==> src/rtl/cpu_dbg_pkg.sv <==
// -----------------------------------------------------------------------------
// cpu_dbg_pkg
// Shared types and constants for the CPU debug monitor.
//   dbg_state_e : register-sweep FSM state, also exported as a debug output
//   log_entry_t : one memory-write log record {addr, data}
//   REG_W / RA_W / MADDR_W : register data, register address and memory
//                            address widths of the CPU debug interface
// -----------------------------------------------------------------------------
package cpu_dbg_pkg;

  localparam int REG_W   = 16;
  localparam int RA_W    = 4;
  localparam int MADDR_W = 8;

  typedef enum logic [2:0] {
    IDLE = 3'd0,
    REQ  = 3'd1,
    WAIT = 3'd2,
    REL  = 3'd3,
    NEXT = 3'd4
  } dbg_state_e;

  typedef struct packed {
    logic [MADDR_W-1:0] addr;
    logic [REG_W-1:0]   data;
  } log_entry_t;

endpackage

==> src/rtl/dbg_log_fifo.sv <==
// -----------------------------------------------------------------------------
// dbg_log_fifo
// Parameterized show-ahead FIFO. The head entry is visible on dout whenever
// valid is high; pop consumes it. A push into a full FIFO is dropped and sets
// the sticky overflow flag, unless a pop happens in the same cycle, in which
// case both succeed and count is unchanged. A pop on an empty FIFO is ignored.
// Ports:
//   clk, rst        : clock, synchronous active-high reset
//   push, din       : write request and data
//   pop             : consume head entry (ignored when empty)
//   dout, valid     : head entry (zero when empty) and non-empty flag
//   full, count     : full flag and occupancy (0..DEPTH)
//   overflow        : sticky, set when a push is dropped
// DEPTH must be a power of 2 (>= 2) so the pointers wrap naturally.
// -----------------------------------------------------------------------------
module dbg_log_fifo #(
  parameter int DEPTH = 8,
  parameter int W     = 24
) (
  input  logic                   clk,
  input  logic                   rst,
  input  logic                   push,
  input  logic [W-1:0]           din,
  input  logic                   pop,
  output logic [W-1:0]           dout,
  output logic                   valid,
  output logic                   full,
  output logic [$clog2(DEPTH):0] count,
  output logic                   overflow
);

  localparam int AW = $clog2(DEPTH);

  logic [W-1:0]  mem [DEPTH];
  logic [AW-1:0] wr_ptr;
  logic [AW-1:0] rd_ptr;
  logic          do_push;
  logic          do_pop;

  assign valid = (count != '0);
  assign full  = (count == (AW+1)'(DEPTH));
  assign dout  = valid ? mem[rd_ptr] : '0;

  // A pop in the same cycle frees the slot a full FIFO needs for the push.
  assign do_pop  = pop & valid;
  assign do_push = push & (~full | do_pop);

  always_ff @(posedge clk) begin
    if (rst) begin
      wr_ptr   <= '0;
      rd_ptr   <= '0;
      count    <= '0;
      overflow <= 1'b0;
      for (int i = 0; i < DEPTH; i++) begin
        mem[i] <= '0;
      end
    end else begin
      if (do_push) begin
        mem[wr_ptr] <= din;
        wr_ptr      <= wr_ptr + 1'b1;
      end
      if (do_pop) begin
        rd_ptr <= rd_ptr + 1'b1;
      end
      count <= count + (AW+1)'(do_push) - (AW+1)'(do_pop);
      if (push && !do_push) begin
        overflow <= 1'b1;
      end
    end
  end

endmodule

==> src/rtl/cpu_dbg_monitor.sv <==
// -----------------------------------------------------------------------------
// cpu_dbg_monitor
// Host-side debug agent for the CPU. Sweeps r0..r(NUM_REGS-1) through the
// CPU regfile peek port into a shadow array that the display reads
// combinationally, and logs CPU data-memory writes into a show-ahead FIFO.
//
// Build option: define DBG_SYNC_EN to pass dbg_regfile_grant and
// dbg_memupdate through 2-flop synchronizers before edge detection (adds
// 2 cycles of detect latency; the CPU must hold rd/memaddr/memdata stable for
// at least 3 cycles). Undefined: edge detection uses the raw inputs.
//
// Regfile handshake: the monitor raises dbg_regfile_request with
// dbg_regfile_ra held stable; the CPU answers by raising dbg_regfile_grant,
// and the rising edge of grant marks dbg_regfile_rd valid in that cycle. The
// monitor then drops request and waits for grant to fall before moving on.
// Either wait gives up after GRANT_TIMEOUT cycles and sets timeout_err.
//
// Ports:
//   CLK, RST            : clock, synchronous active-high reset
//   SCAN_EN             : level; sweeps repeat back-to-back while high
//   dbg_regfile_*       : request/ra out, grant/rd in (CPU regfile port)
//   dbg_mem*            : memory-write strobe, address, data from the CPU
//   sel_reg/sel_reg_data: display read of the shadow array
//   scan_done           : 1-cycle pulse at the end of each sweep
//   timeout_err         : sticky grant-timeout flag
//   log_*               : memory-write log FIFO head, pop, count, overflow
//   dbg_state           : current sweep FSM state (dbg_state_e encoding)
// -----------------------------------------------------------------------------
module cpu_dbg_monitor
  import cpu_dbg_pkg::*;
#(
  parameter int NUM_REGS      = 16,
  parameter int GRANT_TIMEOUT = 255,
  parameter int LOG_DEPTH     = 8
) (
  input  logic                         CLK,
  input  logic                         RST,
  input  logic                         SCAN_EN,
  output logic                         dbg_regfile_request,
  output logic [3:0]                   dbg_regfile_ra,
  input  logic                         dbg_regfile_grant,
  input  logic [15:0]                  dbg_regfile_rd,
  input  logic                         dbg_memupdate,
  input  logic [7:0]                   dbg_memaddr,
  input  logic [15:0]                  dbg_memdata,
  input  logic [3:0]                   sel_reg,
  output logic [15:0]                  sel_reg_data,
  output logic                         scan_done,
  output logic                         timeout_err,
  output logic                         log_valid,
  output logic [7:0]                   log_addr,
  output logic [15:0]                  log_data,
  input  logic                         log_pop,
  output logic [$clog2(LOG_DEPTH):0]   log_count,
  output logic                         log_overflow,
  output logic [2:0]                   dbg_state
);

  localparam int CNT_W = $clog2(GRANT_TIMEOUT + 1);
  localparam int LCW   = $clog2(LOG_DEPTH) + 1;
  localparam logic [CNT_W-1:0] CNT_LAST = CNT_W'(GRANT_TIMEOUT - 1);
  localparam logic [RA_W-1:0]  IDX_LAST = RA_W'(NUM_REGS - 1);

  // ---------------------------------------------------------------------------
  // Input conditioning and edge detection
  // ---------------------------------------------------------------------------
  logic grant_s;
  logic mem_s;
  logic grant_q;
  logic mem_q;
  logic grant_rise;
  logic mem_rise;

`ifdef DBG_SYNC_EN
  logic [1:0] grant_sync;
  logic [1:0] mem_sync;

  always_ff @(posedge CLK) begin
    if (RST) begin
      grant_sync <= '0;
      mem_sync   <= '0;
    end else begin
      grant_sync <= {grant_sync[0], dbg_regfile_grant};
      mem_sync   <= {mem_sync[0], dbg_memupdate};
    end
  end

  assign grant_s = grant_sync[1];
  assign mem_s   = mem_sync[1];
`else
  assign grant_s = dbg_regfile_grant;
  assign mem_s   = dbg_memupdate;
`endif

  always_ff @(posedge CLK) begin
    if (RST) begin
      grant_q <= 1'b0;
      mem_q   <= 1'b0;
    end else begin
      grant_q <= grant_s;
      mem_q   <= mem_s;
    end
  end

  assign grant_rise = grant_s & ~grant_q;
  assign mem_rise   = mem_s & ~mem_q;

  // ---------------------------------------------------------------------------
  // Register-sweep FSM
  // ---------------------------------------------------------------------------
  dbg_state_e       state;
  dbg_state_e       state_n;
  logic [RA_W-1:0]  idx;
  logic [RA_W-1:0]  idx_n;
  logic [CNT_W-1:0] cnt;
  logic [CNT_W-1:0] cnt_n;
  logic             set_timeout;
  logic             capture;

  always_ff @(posedge CLK) begin
    if (RST) begin
      state       <= IDLE;
      idx         <= '0;
      cnt         <= '0;
      timeout_err <= 1'b0;
    end else begin
      state <= state_n;
      idx   <= idx_n;
      cnt   <= cnt_n;
      if (set_timeout) begin
        timeout_err <= 1'b1;
      end
    end
  end

  always_comb begin
    state_n             = state;
    idx_n               = idx;
    cnt_n               = cnt;
    set_timeout         = 1'b0;
    capture             = 1'b0;
    dbg_regfile_request = 1'b0;
    scan_done           = 1'b0;
    case (state)
      IDLE: begin
        if (SCAN_EN) begin
          idx_n   = '0;
          state_n = REQ;
        end
      end
      REQ: begin
        dbg_regfile_request = 1'b1;
        cnt_n               = '0;
        state_n             = WAIT;
      end
      WAIT: begin
        dbg_regfile_request = 1'b1;
        if (grant_rise) begin
          capture = 1'b1;
          cnt_n   = '0;
          state_n = REL;
        end else if (cnt == CNT_LAST) begin
          // Abandon this register; its shadow entry keeps the old value.
          set_timeout = 1'b1;
          cnt_n       = '0;
          state_n     = REL;
        end else begin
          cnt_n = cnt + 1'b1;
        end
      end
      REL: begin
        // Registered grant is used so a grant that rose this very cycle
        // still holds the FSM here until the CPU lets go.
        if (!grant_q) begin
          state_n = NEXT;
        end else if (cnt == CNT_LAST) begin
          set_timeout = 1'b1;
          state_n     = NEXT;
        end else begin
          cnt_n = cnt + 1'b1;
        end
      end
      NEXT: begin
        if (idx == IDX_LAST) begin
          scan_done = 1'b1;
          idx_n     = '0;
          state_n   = SCAN_EN ? REQ : IDLE;
        end else begin
          idx_n   = idx + 1'b1;
          state_n = REQ;
        end
      end
      default: begin
        state_n = IDLE;
      end
    endcase
  end

  // idx only moves in IDLE and NEXT, where request is low, so ra is stable
  // for the whole time request is high.
  assign dbg_regfile_ra = idx;
  assign dbg_state      = state;

  // ---------------------------------------------------------------------------
  // Shadow register array
  // ---------------------------------------------------------------------------
  logic [REG_W-1:0] shadow [NUM_REGS];

  always_ff @(posedge CLK) begin
    if (RST) begin
      for (int i = 0; i < NUM_REGS; i++) begin
        shadow[i] <= '0;
      end
    end else if (capture) begin
      shadow[idx] <= dbg_regfile_rd;
    end
  end

  assign sel_reg_data = (32'(sel_reg) < NUM_REGS) ? shadow[sel_reg] : '0;

  // ---------------------------------------------------------------------------
  // Memory-write log
  // ---------------------------------------------------------------------------
  log_entry_t push_entry;
  log_entry_t head_entry;
  logic       log_full;

  assign push_entry.addr = dbg_memaddr;
  assign push_entry.data = dbg_memdata;

  dbg_log_fifo #(
    .DEPTH (LOG_DEPTH),
    .W     ($bits(log_entry_t))
  ) u_log_fifo (
    .clk      (CLK),
    .rst      (RST),
    .push     (mem_rise),
    .din      (push_entry),
    .pop      (log_pop),
    .dout     (head_entry),
    .valid    (log_valid),
    .full     (log_full),
    .count    (log_count),
    .overflow (log_overflow)
  );

  assign log_addr = head_entry.addr;
  assign log_data = head_entry.data;

  a_full_count: assert property (@(posedge CLK) disable iff (RST)
    log_full |-> (log_count == LCW'(LOG_DEPTH)));

endmodule

==> config.mk <==
export PLATFORM = sky130hd
export DESIGN_NAME = cpu_dbg_monitor
export DESIGN_NICKNAME = d
export VERILOG_FILES = /design/src/rtl/cpu_dbg_pkg.sv /design/src/rtl/dbg_log_fifo.sv /design/src/rtl/cpu_dbg_monitor.sv
export SDC_FILE = /design/constraint.sdc
export NUM_CORES = 1
export LEC_CHECK = 0
export CORE_ASPECT_RATIO = 2
export CORE_MARGIN = 3
export CORE_UTILIZATION = 30
export DETAILED_ROUTE_END_ITERATION = 12
export PLACE_DENSITY = 0.54
export SLEW_MARGIN = 10
export SYNTH_ARGS = -nofsm -noshare
export SYNTH_HDL_FRONTEND = slang
export SYNTH_HIERARCHICAL = 1
export SYNTH_SLANG_ARGS = --single-unit
==> constraint.sdc <==
create_clock -name CLK -period 4.27 [get_ports CLK]
set_input_delay 1.281 -clock CLK [delete_from_list [all_inputs] [get_ports CLK]]
set_output_delay 1.281 -clock CLK [all_outputs]
set_load 0.05 [all_outputs]
==> results.json <==
{
  "critical_path_required_ps": 2990,
  "synth_edf_count": 448,
  "worstSetupPathType": "in2out",
  "floorplan.rows": 139,
  "power.density_mw_per_mm2": 496,
  "grt_setup_unrepaired": "no",
  "synth.area.mux_share_pct": 13.5,
  "post_synthesis_cell_type_count": 57,
  "fin_area_mm2": 0.0262,
  "grt_pass1_wl_mm": 87.0,
  "power_leakage_nw": 9.59,
  "worst_hold_path_type": "reg2reg",
  "final-max-slew-violation-count": 0,
  "synth_flop_cell": "sky130_fd_sc_hd__edfxtp_1",
  "synthXorXnorAreaFrac_pct": 0.0399,
  "detailedRoute.firstIterationViolations": 789,
  "grt.total_usage_pct": 15.2,
  "end_kind": "primary output",
  "die_width_um": 197,
  "count_of_warnings_emitted_by_yosys": 6,
  "synth_top_area_share_pct": 61.3,
  "whs_ps": 459,
  "place.detailed.hpwl_mm": 39.8,
  "die_height_um": 388,
  "synthTopCellsByArea": "sky130_fd_sc_hd__edfxtp_1 (61%), sky130_fd_sc_hd__mux4_2 (13%), sky130_fd_sc_hd__and2_1 (7.3%)",
  "core_area_mm2": 0.0722,
  "synth-seq-cells": 480,
  "placed_cell_area_mm2": 0.0245,
  "clk_pin_slew_worst_paths_ps": 60,
  "timing.clock.skew_ps": 26.7,
  "ant_nets": 0,
  "flow.area_growth_from_synthesis_pct": 19.4,
  "maxClockFrequency_mhz": 240,
  "die_area_mm2": 0.0766,
  "port-buffer-count": 105,
  "via_count_of_the_first_global_routing_pass": 13673,
  "cts.root.buffer_cell": "sky130_fd_sc_hd__clkbuf_16",
  "final.min_clock_period_ps": 4170,
  "cts_tree": "done",
  "report.power.total_mw": 13.0,
  "cts_num_sinks": 480,
  "layout-drive-gt1-share_pct": 22.7,
  "max_slew_margin_pct": 34.6,
  "cts_made_buffers": 48,
  "initial_cell_density_of_the_core_pct": 30.4,
  "cp.arrival_ps": 2890,
  "post_drt_via_cell_ratio": 5.01,
  "dominant_combinational_cell_family_by_area_after_synthesis": "simple AND/OR/NAND/NOR gates",
  "synth_fp_nets": 1508,
  "critPathLaunchType": "input port",
  "clkLatencyLatePin_ps": 590,
  "path_max_fanout": 22,
  "netlist.top_cell.by_area": "sky130_fd_sc_hd__edfxtp_1",
  "synth-seq-area-share_pct": 64.2,
  "synthAdderAreaFrac_pct": 0.832,
  "final.setup.tns_ps": 0,
  "synth_simple_gate_area_share_pct": 15.6,
  "syn_area_mm2": 0.0219,
  "vdd_ir_drop_max_v": 0.000613,
  "grt_max_degree": 81,
  "ff2ff_path_depth": 9,
  "antenna_found_initial": 1,
  "h-tree-depth": 2,
  "synth-compound-area-share_pct": 3.23,
  "io_pins": 106,
  "dp_cells": 2429,
  "detail_route.wirelength_mm": 58.2,
  "ys_async_sr_fraction_pct": 0,
  "layout.nets": 1627,
  "wl_per_cell_um": 23.1,
  "worst-slew-pin-transition_ps": 979,
  "number_of_hold_violations_in_the_final_report": 0,
  "cts_max_path_buffers": 3,
  "max-cap-violations": 0,
  "drc": 0,
  "vias": 12623,
  "synthCells": 1444,
  "cts-hold-fix-buffers": 0,
  "post_layout_nonfiller_instances": 2518,
  "synth.avg_cell_area_um2": 15.2,
  "gpl.final_weighted_congestion": 0.788,
  "grt_remaining_overflow": 0,
  "worst_hold_path.num_cells": 2,
  "drt_pass1_iterations": 7,
  "run_status": "complete, no violations",
  "setup_viol": 0,
  "timing.final.crit_share_pct": 97.8
}
## cell usage after synthesis (8+ instances only)
master,count
sky130_fd_sc_hd__nand2b_1,8
sky130_fd_sc_hd__inv_1,13
sky130_fd_sc_hd__buf_2,40
sky130_fd_sc_hd__and3_1,97
sky130_fd_sc_hd__and2_1,257
sky130_fd_sc_hd__nor2_2,11
sky130_fd_sc_hd__nor2b_1,13
sky130_fd_sc_hd__buf_4,8
sky130_fd_sc_hd__nand2_1,35
sky130_fd_sc_hd__a22o_1,24
sky130_fd_sc_hd__edfxtp_1,448
sky130_fd_sc_hd__dfxtp_1,32
sky130_fd_sc_hd__mux4_2,128
sky130_fd_sc_hd__ha_1,13
sky130_fd_sc_hd__buf_1,9
sky130_fd_sc_hd__o21ai_0,23
sky130_fd_sc_hd__nand3_1,16
sky130_fd_sc_hd__a21oi_1,15
sky130_fd_sc_hd__clkbuf_1,53
sky130_fd_sc_hd__nor2_1,120
## state kept, by name (all words and copies together), names as in the netlist, named ones only
register / count
u_log_fifo/rd_ptr: 3
cnt: 8
grant_q: 1
dbg_state: 3
shadow: 256
u_log_fifo/count: 4
u_log_fifo/mem: 192
u_log_fifo/wr_ptr: 3
timeout_err: 1
u_log_fifo/overflow: 1
dbg_regfile_ra: 4
mem_q: 1
## cells in the final DEF (no fill, tap or decap), types with 5 or more instances in the layout
cell type                         netlist  layout
sky130_fd_sc_hd__edfxtp_1             448     448
sky130_fd_sc_hd__and2_1               257     257
sky130_fd_sc_hd__mux4_2               128     128
sky130_fd_sc_hd__nor2_1               120     118
sky130_fd_sc_hd__and3_1                97      97
sky130_fd_sc_hd__buf_4                  8      85
sky130_fd_sc_hd__clkdlybuf4s50_1        0      62
sky130_fd_sc_hd__clkbuf_16              0      49
sky130_fd_sc_hd__nand2_1               35      35
sky130_fd_sc_hd__buf_12                 0      32
sky130_fd_sc_hd__dfxtp_1               32      30
sky130_fd_sc_hd__a22o_1                24      24
sky130_fd_sc_hd__nand3_1               16      16
sky130_fd_sc_hd__a21oi_1               15      15
sky130_fd_sc_hd__inv_1                 13      13
sky130_fd_sc_hd__nor2b_1               13      13
sky130_fd_sc_hd__ha_1                  13      13
sky130_fd_sc_hd__o21ai_1                0      12
sky130_fd_sc_hd__nor2_2                11      12
sky130_fd_sc_hd__o21ai_0               23      11
sky130_fd_sc_hd__bufinv_16              0      10
sky130_fd_sc_hd__clkinv_1               0       9
sky130_fd_sc_hd__nand2b_1               8       8
sky130_fd_sc_hd__clkinv_2               0       7
sky130_fd_sc_hd__o211ai_1               5       5
sky130_fd_sc_hd__clkbuf_1              53       5
sky130_fd_sc_hd__a21o_1                 5       5
## metal layers
metal / vias up / share of wire (%) / global-route usage (%)
li1: 5688 / - / -
met1: 6418 / 33 / 15.0
met2: 389 / 57 / 30.2
met3: 128 / 5.0 / 2.75
met4: 0 / 4.3 / 6.45
met5: - / 0 / 0
## logic make-up after synthesis
family          count (synthesis)
buf+inv                       126
simple gates                  591
xor+xnor                        1
compound gates                 97
mux                           135
flops                         480
fa+ha+maj                      14
## final cells by class
cell class / count / area [um2]
diodes: 1 / 2.50
clock buffers: 54 / 1240
clock inverters: 34 / 450
fillers: 6811 / 46000
inverters: 13 / 48.8
multi-input cells: 838 / 7290
flip-flops and latches: 480 / 14100
well taps: 916 / 1150
repair buffers: 182 / 1920
## report_power, final
group	total, mW	internal [mW]	switching (mW)
logic	2.86	1.20	1.67
clock network	4.58	2.72	1.86
registers	5.54	5.39	0.153
## critical path: stages
cell	delay, ps
sky130_fd_sc_hd__buf_6	150
sky130_fd_sc_hd__buf_12	220
sky130_fd_sc_hd__mux4_2	540
sky130_fd_sc_hd__mux4_2	480
sky130_fd_sc_hd__buf_4	200
## final timing paths
path | from | end | slack, ps
max | sel_reg[0] | sel_reg_data[9] | 100
min reg2reg | u_log_fifo/overflow | u_log_fifo/overflow | 460
max reg2reg | u_log_fifo/count[2] | u_log_fifo/count[3] | 1670
min | u_log_fifo/overflow | u_log_fifo/overflow | 460
## metrics by stage
stage / worst slack (ps) / utilization, %
3_5_place_dp: 16.3 / 33.9
2_1_floorplan: 44.7 / -
6_report: 95.2 / 36.3
5_1_grt: 25.2 / 36.3
3_3_place_gp: 44.6 / 33.9
4_1_cts: 16.0 / 36.3
## timing repair
item | 4_1_cts | 5_1_grt
setup buffers | 0 | 0
resized for setup | 0 | 1
endpoints found under the setup margin | 0 | 7
No activity file was read; power rests on OpenSTA's default activity.
